==> src/rtl/jk_pkg.sv <==
`default_nettype none
// ============================================================================
//  Module      : jk_pkg
//  Description : Shared types and constants for the JK excitation driver:
//                FSM state encoding, 2-bit J/K excitation codes and the
//                settle-counter width.
//  Revision    : 1.0  initial release
// ============================================================================
package jk_pkg;

    typedef enum logic [1:0] {
        IDLE  = 2'd0,
        DRIVE = 2'd1,
        WAIT  = 2'd2,
        RESP  = 2'd3
    } state_t;

    // Excitation code packed as {j, k}
    typedef logic [1:0] jk_code_t;

    localparam jk_code_t JK_HOLD   = 2'b00;
    localparam jk_code_t JK_RESET  = 2'b01;
    localparam jk_code_t JK_SET    = 2'b10;
    localparam jk_code_t JK_TOGGLE = 2'b11;   // reserved, never issued

    localparam int SETTLE_W = 4;

    // Excitation needed to move one flip-flop from cur to tgt
    function automatic jk_code_t jk_code(input logic cur, input logic tgt);
        if (cur == tgt) begin
            return JK_HOLD;
        end else if (tgt) begin
            return JK_SET;
        end else begin
            return JK_RESET;
        end
    endfunction

endpackage
`default_nettype wire

==> src/rtl/jk_excite.sv <==
`default_nettype none
// ============================================================================
//  Module      : jk_excite
//  Description : Combinational per-bit mapping from current/target bank value
//                to J and K excitation. Never produces a toggle.
//  Revision    : 1.0  initial release
// ============================================================================
module jk_excite
    import jk_pkg::*;
#(
    parameter int WIDTH = 8
) (
    input  logic [WIDTH-1:0] cur,
    input  logic [WIDTH-1:0] tgt,
    output logic [WIDTH-1:0] j,
    output logic [WIDTH-1:0] k
);

    for (genvar gi = 0; gi < WIDTH; gi++) begin : g_bit
        jk_code_t w_code;
        jk_code_t w_safe;

        assign w_code = jk_code(cur[gi], tgt[gi]);
        // A toggle code would make the bank outcome depend on its prior state;
        // squash it to hold so the bank can never be toggled from here.
        assign w_safe = (w_code == JK_TOGGLE) ? JK_HOLD : w_code;
        assign j[gi]  = w_safe[1];
        assign k[gi]  = w_safe[0];
    end

endmodule
`default_nettype wire

==> src/rtl/jk_excitation_driver.sv <==
`default_nettype none
// ============================================================================
//  Module      : jk_excitation_driver
//  Description : Control side of a JK flip-flop bank. Accepts a target value,
//                issues one enable cycle with per-bit J/K excitation computed
//                from a shadow copy of the bank, waits SETTLE cycles, reads q
//                back and reports done with a per-bit mismatch mask.
//  Revision    : 1.0  initial release
// ============================================================================
module jk_excitation_driver
    import jk_pkg::*;
#(
    parameter int WIDTH  = 8,
    parameter int SETTLE = 1     // legal range 1..15
) (
    input  logic             clk,
    input  logic             rst,
    input  logic             tgt_valid,
    output logic             tgt_ready,
    input  logic [WIDTH-1:0] tgt_data,
    output logic [WIDTH-1:0] j,
    output logic [WIDTH-1:0] k,
    output logic             en,
    input  logic [WIDTH-1:0] q_fb,
    output logic             busy,
    output logic             done,
    output logic             err,
    output logic [WIDTH-1:0] err_mask
);

    localparam logic [SETTLE_W-1:0] c_settle = SETTLE_W'(SETTLE);

    state_t              r_state;
    logic [SETTLE_W-1:0] r_cnt;
    logic [WIDTH-1:0]    r_cur;
    logic [WIDTH-1:0]    r_tgt;
    logic [WIDTH-1:0]    r_j;
    logic [WIDTH-1:0]    r_k;
    logic [WIDTH-1:0]    r_mask;
    logic                r_en;
    logic                r_ready;
    logic                r_busy;
    logic                r_done;
    logic                r_err;

    logic [WIDTH-1:0]    w_j;
    logic [WIDTH-1:0]    w_k;
    logic [WIDTH-1:0]    w_mask;

    // Excitation is computed from the incoming request so it can be
    // registered on the accept edge and appear with en in the next cycle.
    jk_excite #(
        .WIDTH (WIDTH)
    ) u_excite (
        .cur (r_cur),
        .tgt (tgt_data),
        .j   (w_j),
        .k   (w_k)
    );

    assign w_mask = q_fb ^ r_tgt;

    // Transaction FSM; every output is a register updated here
    always_ff @(posedge clk) begin
        if (!rst) begin
            r_state <= IDLE;
            r_cnt   <= '0;
            r_cur   <= '0;
            r_tgt   <= '0;
            r_j     <= '0;
            r_k     <= '0;
            r_mask  <= '0;
            r_en    <= 1'b0;
            r_ready <= 1'b0;
            r_busy  <= 1'b0;
            r_done  <= 1'b0;
            r_err   <= 1'b0;
        end else begin
            case (r_state)
                IDLE: begin
                    if (tgt_valid && r_ready) begin
                        r_tgt   <= tgt_data;
                        r_j     <= w_j;
                        r_k     <= w_k;
                        r_en    <= 1'b1;
                        r_busy  <= 1'b1;
                        r_ready <= 1'b0;
                        r_state <= DRIVE;
                    end else begin
                        r_ready <= 1'b1;
                    end
                end
                DRIVE: begin
                    r_en    <= 1'b0;
                    r_j     <= '0;
                    r_k     <= '0;
                    r_cnt   <= c_settle;
                    r_state <= WAIT;
                end
                WAIT: begin
                    if (r_cnt <= SETTLE_W'(1)) begin
                        // Shadow follows what the bank really did, so a stuck
                        // bit is excited correctly on the next request.
                        r_mask  <= w_mask;
                        r_err   <= |w_mask;
                        r_cur   <= q_fb;
                        r_done  <= 1'b1;
                        r_state <= RESP;
                    end else begin
                        r_cnt <= r_cnt - SETTLE_W'(1);
                    end
                end
                RESP: begin
                    r_done  <= 1'b0;
                    r_busy  <= 1'b0;
                    r_ready <= 1'b1;
                    r_state <= IDLE;
                end
                default: begin
                    r_state <= IDLE;
                end
            endcase
        end
    end

    assign tgt_ready = r_ready;
    assign j         = r_j;
    assign k         = r_k;
    assign en        = r_en;
    assign busy      = r_busy;
    assign done      = r_done;
    assign err       = r_err;
    assign err_mask  = r_mask;

endmodule
`default_nettype wire
==> config.mk <==
export PLATFORM = sky130hd
export DESIGN_NAME = jk_excitation_driver
export DESIGN_NICKNAME = d
export VERILOG_FILES = /design/src/rtl/jk_pkg.sv /design/src/rtl/jk_excite.sv /design/src/rtl/jk_excitation_driver.sv
export SDC_FILE = /design/constraint.sdc
export NUM_CORES = 1
export LEC_CHECK = 0
export ABC_AREA = 1
export CELL_PAD_IN_SITES_DETAIL_PLACEMENT = 2
export CELL_PAD_IN_SITES_GLOBAL_PLACEMENT = 2
export CORE_MARGIN = 5
export CORE_UTILIZATION = 28
export DETAILED_ROUTE_END_ITERATION = 6
export MAX_ROUTING_LAYER = met4
export PLACE_DENSITY = 0.79
export SYNTH_ARGS = -nofsm -noshare
export SYNTH_HDL_FRONTEND = slang
export SYNTH_SLANG_ARGS = --single-unit
==> constraint.sdc <==
create_clock -name clk -period 1.8 [get_ports clk]
set_clock_uncertainty 0.05 [all_clocks]
set_input_delay 0.27 -clock clk [delete_from_list [all_inputs] [get_ports clk]]
set_output_delay 0.27 -clock clk [all_outputs]
set_load 0.03 [all_outputs]
# After elaboration in Yosys (flattened, before gate mapping)
# Cells that the tools add are included.
[totals]
regBits = 51
inputBits = 19
output_inout_bits = 29
word_cells = 91
[op_classes]
n_addsub = 1
order_cmp = 1
eq_ne = 22
mux = 40
bitwise_logic = 1
n_reduce_logical = 14
[op_table]
columns = ["cell", "n"]
rows = [
  ["two-way mux 2 bit", 26],
  ["case mux 8 bit (2 select lines)", 2],
  ["equality test 2 bit, second input constant", 10],
  ["two-way mux 8 bit", 2],
  ["AND reduction 2 bit", 7],
  ["equality test 1 bit", 8],
  ["case mux 1 bit (2 select lines)", 4],
  ["case mux 2 bit (4 select lines)", 1],
  ["case mux 4 bit (2 select lines)", 1],
  ["nonzero test 2 bit", 4],
  ["OR reduction 8 bit", 1],
  ["bitwise XOR 8 bit", 1],
  ["inequality test 2 bit, second input constant", 3],
  ["less-or-equal comparator 4 x 1 -> 1 bit, second input constant", 1],
  ["two-way mux 4 bit", 1],
  ["subtractor 4 x 1 -> 4 bit, second input constant", 1],
  ["two-way mux 1 bit", 3],
  ["equality test 2 x 1 -> 1 bit, second input constant", 1],
  ["logical NOT 2 bit", 1],
  ["logical AND 1 bit", 1],
]

# Logic depth before layout (Yosys ltp)
# Gate-level depths: netlist of the first run.
[depth]
depth_word = 6
ltp_mapped = 10
depth_no_buf = 9

# Modules after synthesis
# Synthesis of the first run repeated with hierarchy kept, for this count alone.
[unflattened]
hier_cells = 305
area_unflattened_um2 = 2204.6
[by_module_without_submodules]
columns = ["module", "instances", "cells_per_inst", "area_each_um2", "seq_area_each_um2"]
rows = [
  ["jk_excitation_driver", 1, 273, 2084.5, 1021.0],
  ["jk_excite", 1, 32, 120.1, 0.0],
]

# Worst setup path after synthesis of the first run
# No wires, ideal clock.
[synth_path]
path_kind = "reg-to-reg"
startpoint = "register r_state[1]"
endpoint = "register r_j[6] (netlist: j[6])"
setup_ps = 69
t_arrival_ps = 1299
required_time_ps = 1681
path_slack_ps = 382
path_stages_with_launch = 7
n_path_buf = 1
period_less_slack_ps = 1418
path_cell_list = "dfxtp_1 > inv_1 > ha_1 > o21ai_2 > buf_8 > nand2_2 > a21oi_2"
[synth_between]
elab_chain_len = 3
word_cells_on_any_way = 6
classes_between = "eq/ne: 2; mux: 1; reduce/logical: 3"
[synth_rtl]
columns = ["item", "line", "source"]
rows = [
  ["start: declaration", "jk_excitation_driver.sv:33", "state_t r_state;"],
  ["start signal: assignment", "jk_excitation_driver.sv:66", "r_state <= IDLE;"],
  ["start signal: assignment", "jk_excitation_driver.sv:88", "r_state <= DRIVE;"],
  ["start signal: assignment", "jk_excitation_driver.sv:98", "r_state <= WAIT;"],
  ["equality test 2 x 1 -> 1 bit or logical NOT 2 bit (tied branches)", "jk_excitation_driver.sv:79", "case (r_state)"],
  ["nonzero test 2 bit (no source line) or inequality test 2 bit (tied branches)", "--", ""],
  ["AND reduction 2 bit (no source line)", "--", ""],
  ["end signal: assignment", "jk_excitation_driver.sv:83", "r_j <= w_j;"],
  ["end: declaration", "jk_excitation_driver.sv:37", "logic [WIDTH-1:0] r_j;"],
]
# Several ways; a longest one is shown, not always the timed one.
# A chain may end at the register's enable or synchronous reset.

# Worst setup path after layout of the first run
[layout_path]
startpoint = "register r_state[0]"
endpoint = "register r_tgt[5]"
[layout_between]
elab_chain_len = 2
[layout_rtl]
columns = ["item", "line", "source"]
rows = [
  ["logical NOT 2 bit", "jk_excitation_driver.sv:79", ""],
  ["AND reduction 2 bit (no source line)", "--", ""],
  ["end signal: assignment", "jk_excitation_driver.sv:82", "r_tgt <= tgt_data;"],
  ["end: declaration", "jk_excitation_driver.sv:36", "logic [WIDTH-1:0] r_tgt;"],
]
# No other way between the ends.

==> results of run 1 <==
## metrics by stage
stage | area, µm² | cells | util | setup TNS (ns)
after floorplan | 2220 | 280 | - | 0
after global placement | 2800 | 423 | 0.362 | 0
after detailed placement | 2800 | 423 | 0.362 | 0
after CTS | 2890 | 431 | 0.375 | 0
after global routing | 2900 | 431 | 0.376 | -0.0238
final | 2900 | 431 | 0.376 | 0
## power breakdown
part	switching [mW]	total, mW	internal, mW	leakage, nW
logic	1.04	1.63	0.589	0.624
clock network	0.409	0.724	0.315	0.0474
registers	0.141	1.50	1.36	0.414
total	1.59	3.86	2.27	1.09
## flip-flops by register name (all words and copies together) (netlist names), 2 cells and up
register	count
r_cur	8
j	8
r_tgt	8
r_cnt	4
err_mask	8
k	8
r_state	2
## metal layers
layer  GRT usage  part of all wire
met4      0.0347            0.0091
met5           -                 0
met1       0.194              0.48
met3      0.0226             0.031
met2       0.240              0.48
## worst reg2reg max path, cell delays in order, from the launching register on
cell and delay [ns]:
sky130_fd_sc_hd__dfxtp_1 0.38, sky130_fd_sc_hd__inv_1 0.09, sky130_fd_sc_hd__ha_1 0.29, sky130_fd_sc_hd__nand2_4 0.25, sky130_fd_sc_hd__nor2_1 0.10, sky130_fd_sc_hd__a211oi_1 0.39
## kinds of logic after synthesis
family          Yosys count  share of synthesized area
flops                    51                      0.460
xor+xnor                  2                    0.00790
buf+inv                  50                      0.102
compound gates           71                      0.190
fa+ha+maj                 6                     0.0339
simple gates            100                      0.207
## area by class of cell
type | instances | share of cell area
clock buffer | 6 | 0.0284
clock inverter | 2 | 0.00560
inverter | 40 | 0.0517
multi-input combinational | 179 | 0.338
sequential | 51 | 0.352
tap | 102 | 0.0439
timing repair buffer | 51 | 0.181
## cells in the final DEF (no fill, tap or decap), types with 2 or more instances in the layout
master                             n
sky130_fd_sc_hd__clkbuf_8          6
sky130_fd_sc_hd__ha_1              6
sky130_fd_sc_hd__inv_2             2
sky130_fd_sc_hd__buf_4             2
sky130_fd_sc_hd__nand2_1          45
sky130_fd_sc_hd__nand2_2          11
sky130_fd_sc_hd__a21oi_1          33
sky130_fd_sc_hd__clkdlybuf4s50_1  47
sky130_fd_sc_hd__o21ai_1           2
sky130_fd_sc_hd__nand3_1          23
sky130_fd_sc_hd__a21oi_2          11
sky130_fd_sc_hd__a211oi_1          8
sky130_fd_sc_hd__o21ai_0          16
sky130_fd_sc_hd__inv_1            38
sky130_fd_sc_hd__xor2_1            2
sky130_fd_sc_hd__dfxtp_1          51
sky130_fd_sc_hd__buf_12            2
sky130_fd_sc_hd__nor2_1           15
## worst max-delay path by stage
stage          endpoint  slack [ns]
6_report       r_tgt[5]         0.1
5_1_grt        r_cur[3]       -0.01
4_1_cts        r_cur[5]        0.01
3_5_place_dp   r_cur[5]        0.03
3_3_place_gp   r_cur[5]        0.11
2_1_floorplan      j[6]        0.38
==> out/qor.json, run 1 <==
{
  "power_and_ir_drop": {
    "power_leakage_nw": 1.09,
    "report.power.total_mw": 3.86,
    "powerDensity_nw_per_um2": 1330,
    "peakVddDrop_mv": 0.498
  },
  "worst_hold_path": {
    "timing.hold.worst_endpoint": "j[7]",
    "timing.hold.worst_path_depth": 2,
    "hold_path_class": "reg2reg",
    "hold_path.startpoint": "j[7]"
  },
  "critical_path": {
    "regToRegSetupSlack_ns": 0.1,
    "criticalPathCategory": "reg2reg",
    "slowest_delay_ns": 0.39,
    "worstReg2RegStart": "r_state[0]",
    "critical_path_required_ns": 1.92,
    "timing.critical_path.cells": "inv_1 -> ha_1 -> nand2_4 -> nor2_1 -> a211oi_1",
    "crit_path_end_kind": "register",
    "rr_endpoint": "r_tgt[5]",
    "crit_slowest_cell": "sky130_fd_sc_hd__a211oi_1",
    "setup.worst_path.start_class": "register",
    "crit_family": "compound AO/OA/AOI/OAI gates",
    "worst-r2r-cell-count": 5,
    "worstPathBufferInverterCount": 1,
    "worst_setup_path_startpoint": "r_state[0]",
    "cp.depth": 5,
    "worstPathMaxFanout": 18,
    "arrival_ns": 1.82
  },
  "synthesis": {
    "synth_cell_types": 26,
    "netlist_instances": 280,
    "synth_top_cells_by_area": "sky130_fd_sc_hd__dfxtp_1 46%, sky130_fd_sc_hd__nand2_1 7.8%, sky130_fd_sc_hd__a21oi_1 7.4%, sky130_fd_sc_hd__inv_1 6.4%, sky130_fd_sc_hd__nand3_1 5.2%",
    "synth.cells.most_frequent": "51 x sky130_fd_sc_hd__dfxtp_1, 46 x sky130_fd_sc_hd__nand2_1, 38 x sky130_fd_sc_hd__inv_1, 33 x sky130_fd_sc_hd__a21oi_1, 23 x sky130_fd_sc_hd__nand3_1",
    "yosysSeqAreaShare": 0.460,
    "synth_fp_nets": 305,
    "syn_avg_cell_area_um2": 7.92,
    "post_synth_edffs": 0,
    "synth.most_common_cell": "sky130_fd_sc_hd__dfxtp_1",
    "synth_top_flop_cell": "sky130_fd_sc_hd__dfxtp_1",
    "synthDominantAreaCellType": "sky130_fd_sc_hd__dfxtp_1",
    "synth-seq-cells": 51,
    "post_synth_instance_area_um2": 2220,
    "yosysTopAreaCellShare": 0.460,
    "yosysWarningCount": 0,
    "async_reset_ff_frac": 0
  },
  "route": {
    "drt_iter0_drc": 72,
    "num_vias": 2024,
    "drc": 0,
    "routed_wire_length_per_instance_um": 15.7,
    "route.detailed.vias_per_inst": 4.70,
    "route.antenna.remaining_nets": 0,
    "totalWireLength_mm": 6.78,
    "iteration_count_of_the_initial_detailed_routing_pass": 4
  },
  "cts": {
    "cts.clk_slew.worst_paths_ns": 0.10,
    "cts.sink_count": 51,
    "cts_tree": "built",
    "cts_post_setup_buffers_inserted": 0,
    "worst_skew_pair.late_latency_ns": 0.31,
    "numCtsBuffers": 5,
    "h_tree_level_count": 2,
    "ctsRootBufferMaster": "sky130_fd_sc_hd__clkbuf_8",
    "number_of_buffers_between_clock_root_and_the_deepest_sink": 2,
    "ctsHoldBuffers": 0,
    "cts_resized": 0
  },
  "final_layout": {
    "area.sequential_um2": 1020,
    "finalNetCount": 353,
    "multi_input_comb_area_um2": 981,
    "fillers": 904,
    "area_delta_synth_final_pct": 31.0,
    "drive_gt1_frac": 0.125,
    "n_antenna_cell": 0
  },
  "floorplan": {
    "start_util": 0.287,
    "row_count": 32,
    "core_area_um2": 7730,
    "design.die.area_um2": 9800,
    "floorplan.die.width_um": 99.0,
    "die_height_um": 99.0,
    "pin_count": 48
  },
  "grt": {
    "globalRoute.totalOverflow": 0,
    "antenna_found_initial": 0,
    "largest_net_degree_at_the_start_of_global_routing": 33,
    "grt_pass1_vias": 2195,
    "grt_pass1_wl_mm": 11.3,
    "grt_util_overall": 0.148
  },
  "timing": {
    "final_critical_path_setup_slack_ns": 0.0987,
    "max_fclk_ghz": 0.588,
    "fin_hold_ws_ns": 0.426,
    "grt_setup_unrepaired": "true",
    "drv_slew": 0,
    "maxSlewHeadroom": 0.693,
    "timing.final.setup_violations": 0,
    "min_period_over_period": 0.945,
    "layout_min_cycle_time_ns": 1.70,
    "tightest_slew_ns": 0.458,
    "final_hold_viols": 0
  },
  "placement": {
    "pre_cts_slack_ns": 0.0331,
    "gp_routability_congestion": 0.731,
    "portBuffers": 47,
    "detailed_place_hpwl_mm": 5.12
  },
  "run": {
    "max_cap_violations": 0
  },
  "run_status": {
    "run_status": "completed"
  }
}
(Power assumes the default switching activity.)
==> run 2, diff against run 1 <==
CORE_UTILIZATION = 27   (was 28)
GPL_TIMING_DRIVEN = 0   (was unset)
SYNTH_HIERARCHICAL = 1   (was unset)
clock period = 1.7 ns   (was 1.8 ns; I/O delays follow)
==> run 2 against run 1 <==
Compared with the run above: power up 5.3%; count of clock-buffer cells in the layout up 1; routed wire length increased by 0.52%; synthesized cell count grew 8.9%; sequential cell count unchanged; core utilization shrank 0.75 points; register-to-register slack better by 0.02 ns; non-clock buffer count increased by 14; first-iteration DRC count down 1.4%; cell count up 9.7%; setup slack lost 0.033 ns; critical path type is now reg2out; critical endpoint is now k[2]; largest cell class unchanged.
==> out/qor.json, run 2 <==
{
  "run_status": {
    "run_status": "completed"
  },
  "final_layout": {
    "layout.cells.most_common_list": "79 x sky130_fd_sc_hd__nand2_1, 52 x sky130_fd_sc_hd__a21oi_1, 50 x sky130_fd_sc_hd__dfxtp_1",
    "area_delta_synth_final_pct": 35.2,
    "area.sequential_um2": 1020,
    "leading_cell_type_in_the_layout_fill_and_taps_excluded": "sky130_fd_sc_hd__nand2_1",
    "multi_input_comb_area_um2": 963,
    "drive_gt1_frac": 0.0897,
    "fillers": 1007,
    "n_antenna_cell": 0,
    "finalNetCount": 392
  },
  "synthesis": {
    "synth_fp_nets": 330,
    "synthDominantAreaCellType": "sky130_fd_sc_hd__dfxtp_1",
    "async_reset_ff_frac": 0,
    "post_synth_instance_area_um2": 2200,
    "yosysWarningCount": 6,
    "synth-seq-cells": 51,
    "synth_cell_types": 21,
    "synth.most_common_cell": "sky130_fd_sc_hd__nand2_1",
    "yosysSeqAreaShare": 0.463,
    "syn_avg_cell_area_um2": 7.23,
    "post_synth_edffs": 0,
    "yosysTopAreaCellShare": 0.463,
    "synth.cells.most_frequent": "80 x sky130_fd_sc_hd__nand2_1, 52 x sky130_fd_sc_hd__a21oi_1, 51 x sky130_fd_sc_hd__dfxtp_1, 44 x sky130_fd_sc_hd__inv_1",
    "synth_top_cells_by_area": "sky130_fd_sc_hd__dfxtp_1 46%, sky130_fd_sc_hd__nand2_1 14%, sky130_fd_sc_hd__a21oi_1 12%, sky130_fd_sc_hd__inv_1 7.5%, sky130_fd_sc_hd__o21ai_0 4.8%",
    "synth_top_flop_cell": "sky130_fd_sc_hd__dfxtp_1",
    "netlist_instances": 305
  },
  "critical_path": {
    "criticalPathCategory": "reg2out",
    "crit_family": "buffers and inverters",
    "timing.critical_path.cells": "clkdlybuf4s50_1",
    "worstPathBufferInverterCount": 1,
    "worst-r2r-cell-count": 8,
    "critical_path_required_ns": 1.39,
    "rr_endpoint": "r_cnt[1]",
    "crit_slowest_cell": "sky130_fd_sc_hd__clkdlybuf4s50_1",
    "worstPathMaxFanout": 2,
    "slowest_delay_ns": 0.67,
    "setup.worst_path.start_class": "register",
    "cp-endpoint": "k[2]",
    "crit_path_end_kind": "output pin",
    "worst_setup_path_startpoint": "k[2]",
    "arrival_ns": 1.33,
    "regToRegSetupSlack_ns": 0.12,
    "worstReg2RegStart": "r_cnt[0]",
    "cp.depth": 1
  },
  "placement": {
    "detailed_place_hpwl_mm": 5.23,
    "pre_cts_slack_ns": -0.137,
    "gp_routability_congestion": 0.767,
    "portBuffers": 47
  },
  "timing": {
    "max_fclk_ghz": 0.612,
    "min_period_over_period": 0.961,
    "final_hold_viols": 0,
    "final_critical_path_setup_slack_ns": 0.0660,
    "drv_slew": 0,
    "fin_hold_ws_ns": 0.396,
    "maxSlewHeadroom": 0.623,
    "timing.final.setup_violations": 0,
    "tightest_slew_ns": 0.566,
    "grt_setup_unrepaired": "false",
    "layout_min_cycle_time_ns": 1.63
  },
  "grt": {
    "antenna_found_initial": 0,
    "globalRoute.totalOverflow": 0,
    "largest_net_degree_at_the_start_of_global_routing": 15,
    "grtUsageMet2": 0.259,
    "groute.layer.met1.usage": 0.162,
    "grt-busiest-layer": "met2",
    "use_met3": 0.0257,
    "grt_pass1_wl_mm": 11.0,
    "grt_pass1_vias": 2332,
    "grt_util_overall": 0.141
  },
  "power_and_ir_drop": {
    "powerDensity_nw_per_um2": 1360,
    "power_leakage_nw": 1.23,
    "peakVddDrop_mv": 0.465,
    "report.power.total_mw": 4.06
  },
  "floorplan": {
    "core_area_um2": 8090,
    "pin_count": 48,
    "design.die.area_um2": 10100,
    "row_count": 33,
    "die_height_um": 100,
    "start_util": 0.272,
    "floorplan.die.width_um": 100
  },
  "worst_hold_path": {
    "timing.hold.worst_path_depth": 2,
    "hold_path_class": "reg2reg"
  },
  "cts": {
    "numCtsBuffers": 5,
    "h_tree_level_count": 2,
    "number_of_buffers_between_clock_root_and_the_deepest_sink": 2,
    "cts.sink_count": 51,
    "cts_tree": "built",
    "cts.clk_slew.worst_paths_ns": 0.09,
    "ctsHoldBuffers": 0,
    "ctsRootBufferMaster": "sky130_fd_sc_hd__clkbuf_8",
    "worst_skew_pair.late_latency_ns": 0.30
  },
  "route": {
    "totalWireLength_mm": 6.82,
    "num_vias": 2162,
    "route.detailed.vias_per_inst": 4.57,
    "route.antenna.remaining_nets": 0,
    "routed_wire_length_per_instance_um": 14.4,
    "drc": 0,
    "iteration_count_of_the_initial_detailed_routing_pass": 4,
    "drt_iter0_drc": 71
  },
  "run": {
    "max_cap_violations": 0
  }
}
[run 2: routing by layer]
layer  vias up  routed length (µm)
met5         -                   0
met4         0                  67
met3         6                 164
met2        31                3520
met1      1050                3060
li1       1075                   -
[run 2: where the power goes]
part | switching, mW | total, mW | internal (mW) | leakage [nW]
clock | 0.396 | 0.687 | 0.290 | 0.0422
sequential | 0.152 | 1.58 | 1.43 | 0.414
combinational | 1.08 | 1.79 | 0.711 | 0.774
[run 2: what timing repair did]
action,in CTS,in global routing
setup endpoints to repair,21,31
setup buffers,0,8
pin swaps,0,3
resized for setup,4,8
[run 2: stage by stage]
step	std cells	TNS [ns]	util	area, µm²
after global placement	457	-0.907	0.347	2810
after floorplan	305	0	-	2200
final	473	0	0.368	2980
after detailed placement	457	-1.51	0.347	2810
after CTS	465	0	0.359	2900
after global routing	473	0	0.368	2980
[run 2: cell families (layout without fill, tap and decap cells)]
group	after synthesis	count (layout)	synth area share
AND/OR/NAND/NOR	116	116	0.220
buffers and inverters	56	119	0.106
AO/OA/AOI/OAI	74	74	0.170
XOR/XNOR	2	2	0.00795
flip-flops	51	51	0.463
adder cells (fa/ha/maj)	6	6	0.0341
[run 2: how the worst min path moves through the flow]
stage / startpoint / to
2_1_floorplan: rst / err_mask[0]
3_3_place_gp: busy / busy
3_5_place_dp: busy / busy
4_1_cts: busy / busy
5_1_grt: busy / busy
6_report: busy / busy
[run 2: final cells by class]
cell class	count	area share
Clock buffer	7	0.0256
Multi-Input combinational cell	198	0.323
Inverter	46	0.0596
Sequential cell	51	0.343
Tap cell	105	0.0441
Timing Repair Buffer	55	0.181
Buffer	10	0.0223
Clock inverter	1	0.00168
==> run 3, diff against run 2 <==
MAX_ROUTING_LAYER = unset   (was met4)
==> run 3 against run 2 <==
Compared with the run above: routed wire length rose by 0.18%; sequential power about the same; combinational power about the same; clock power about the same; critical endpoint unchanged; highest routed layer unchanged.
==> out/qor.json, run 3 (same netlist as run 2, synthesis figures left out) <==
{
  "placement": {
    "dpl-instance-area_um2": 2810,
    "detailed_place_hpwl_mm": 5.23,
    "portBuffers": 47,
    "dp.cells": 457,
    "gp_routability_congestion": 0.757
  },
  "cts": {
    "cts_tree": "built",
    "cts.sink_count": 51,
    "numCtsBuffers": 5,
    "ctsHoldBuffers": 0,
    "worst_skew_pair.late_latency_ns": 0.30,
    "ctsRootBufferMaster": "sky130_fd_sc_hd__clkbuf_8",
    "cts.clk_slew.worst_paths_ns": 0.09,
    "number_of_buffers_between_clock_root_and_the_deepest_sink": 2,
    "h_tree_level_count": 2
  },
  "timing": {
    "drv_slew": 0,
    "timing.final.setup_violations": 0,
    "min_period_over_period": 0.961,
    "layout_min_cycle_time_ns": 1.63,
    "maxSlewHeadroom": 0.627,
    "fin_hold_ws_ns": 0.396,
    "final_hold_viols": 0,
    "max_fclk_ghz": 0.612,
    "tightest_slew_ns": 0.559
  },
  "critical_path": {
    "slowest_delay_ns": 0.67,
    "crit_slowest_cell": "sky130_fd_sc_hd__clkdlybuf4s50_1",
    "criticalPathCategory": "reg2out",
    "setup.worst_path.start_class": "register",
    "timing.critical_path.cells": "clkdlybuf4s50_1",
    "crit_family": "buffers and inverters",
    "arrival_ns": 1.33,
    "worstReg2RegStart": "r_cnt[0]",
    "worst_setup_path_startpoint": "k[2]",
    "worstPathBufferInverterCount": 1,
    "worstPathMaxFanout": 2,
    "critical_path_required_ns": 1.39,
    "crit_path_end_kind": "output pin"
  },
  "route": {
    "iteration_count_of_the_initial_detailed_routing_pass": 4,
    "num_vias": 2169,
    "drc": 0,
    "route.detailed.vias_per_inst": 4.58,
    "route.antenna.remaining_nets": 0,
    "drt_iter0_drc": 77,
    "totalWireLength_mm": 6.83,
    "routed_wire_length_per_instance_um": 14.4
  },
  "final_layout": {
    "finalNetCount": 393,
    "area_delta_synth_final_pct": 35.5,
    "post_layout_inst_area_um2": 2990,
    "count_of_non_filler_cells_in_the_finished_layout": 474,
    "layout.cells.most_common_list": "79 x sky130_fd_sc_hd__nand2_1, 52 x sky130_fd_sc_hd__a21oi_1, 50 x sky130_fd_sc_hd__dfxtp_1",
    "fillers": 1005,
    "drive_gt1_frac": 0.0921,
    "n_antenna_cell": 0,
    "leading_cell_type_in_the_layout_fill_and_taps_excluded": "sky130_fd_sc_hd__nand2_1"
  },
  "run": {
    "max_cap_violations": 0
  },
  "grt": {
    "grt_pass1_vias": 2331,
    "grt_pass1_wl_mm": 11.0,
    "antenna_found_initial": 0,
    "largest_net_degree_at_the_start_of_global_routing": 15,
    "globalRoute.totalOverflow": 0,
    "grt_util_overall": 0.137
  },
  "floorplan": {
    "pin_count": 48,
    "row_count": 33,
    "design.die.area_um2": 10100,
    "floorplan.die.width_um": 100,
    "core_area_um2": 8090,
    "start_util": 0.272,
    "die_height_um": 100
  },
  "power_and_ir_drop": {
    "powerDensity_nw_per_um2": 1360,
    "peakVddDrop_mv": 0.465,
    "report.power.total_mw": 4.07,
    "power_leakage_nw": 1.23
  },
  "run_status": {
    "run_status": "completed"
  },
  "worst_hold_path": {
    "hold_path_class": "reg2reg",
    "hold_path.startpoint": "busy"
  }
}
-- run 3: cell types whose count changed in the layout (fill, tap and decap cells not counted) --
cell	delta
sky130_fd_sc_hd__buf_4	+1
-- run 3: what timing repair did --
| action | in CTS | in global routing |
|---|---|---|
| pin swaps | 0 | 3 |
| endpoints found under the setup margin | 21 | 31 |
| buffers inserted | 0 | 9 |
| resized for setup | 4 | 8 |
-- run 3: worst paths after layout --
| path | depth (start not counted) | slack (ns) | to |
|---|---|---|---|
| worst max-delay path | 1 | 0.07 | k[2] |
| worst min-delay path | 2 | 0.40 | busy |
| worst max register to register | 8 | 0.12 | r_cnt[1] |
| worst min register to register | 2 | 0.40 | busy |
-- run 3: power breakdown --
part	switching, mW	internal, mW	total, mW
logic	1.08	0.719	1.80
clock network	0.397	0.290	0.688
registers	0.151	1.43	1.58
-- run 3: final cells by class --
type | count | area, µm² | share of cell area
clock inverters | 1 | 5.00 | 0.00168
well taps | 105 | 131 | 0.0440
multi-input cells | 198 | 963 | 0.322
repair buffers | 56 | 546 | 0.183
clock buffers | 7 | 76.3 | 0.0255
inverters | 46 | 178 | 0.0595
flip-flops and latches | 51 | 1020 | 0.342
plain buffers | 10 | 66.3 | 0.0222
-- run 3: per-layer routing --
layer  share of wire  global-route usage  vias to the layer above
met2            0.52               0.258                       31
li1                -                   -                     1079
met1            0.45               0.161                     1053
met4          0.0095              0.0238                        0
met5               0                   0                        -
met3           0.027              0.0271                        6
-- run 3: per-stage QoR --
step                      worst slack (ns)   util  setup TNS (ns)
after floorplan                      0.298      -               0
after global placement             -0.0955  0.347          -0.907
after detailed placement            -0.137  0.347           -1.51
after global routing             -0.000319  0.369       -0.000319
final                               0.0658  0.369               0
after CTS                          0.00494  0.359               0
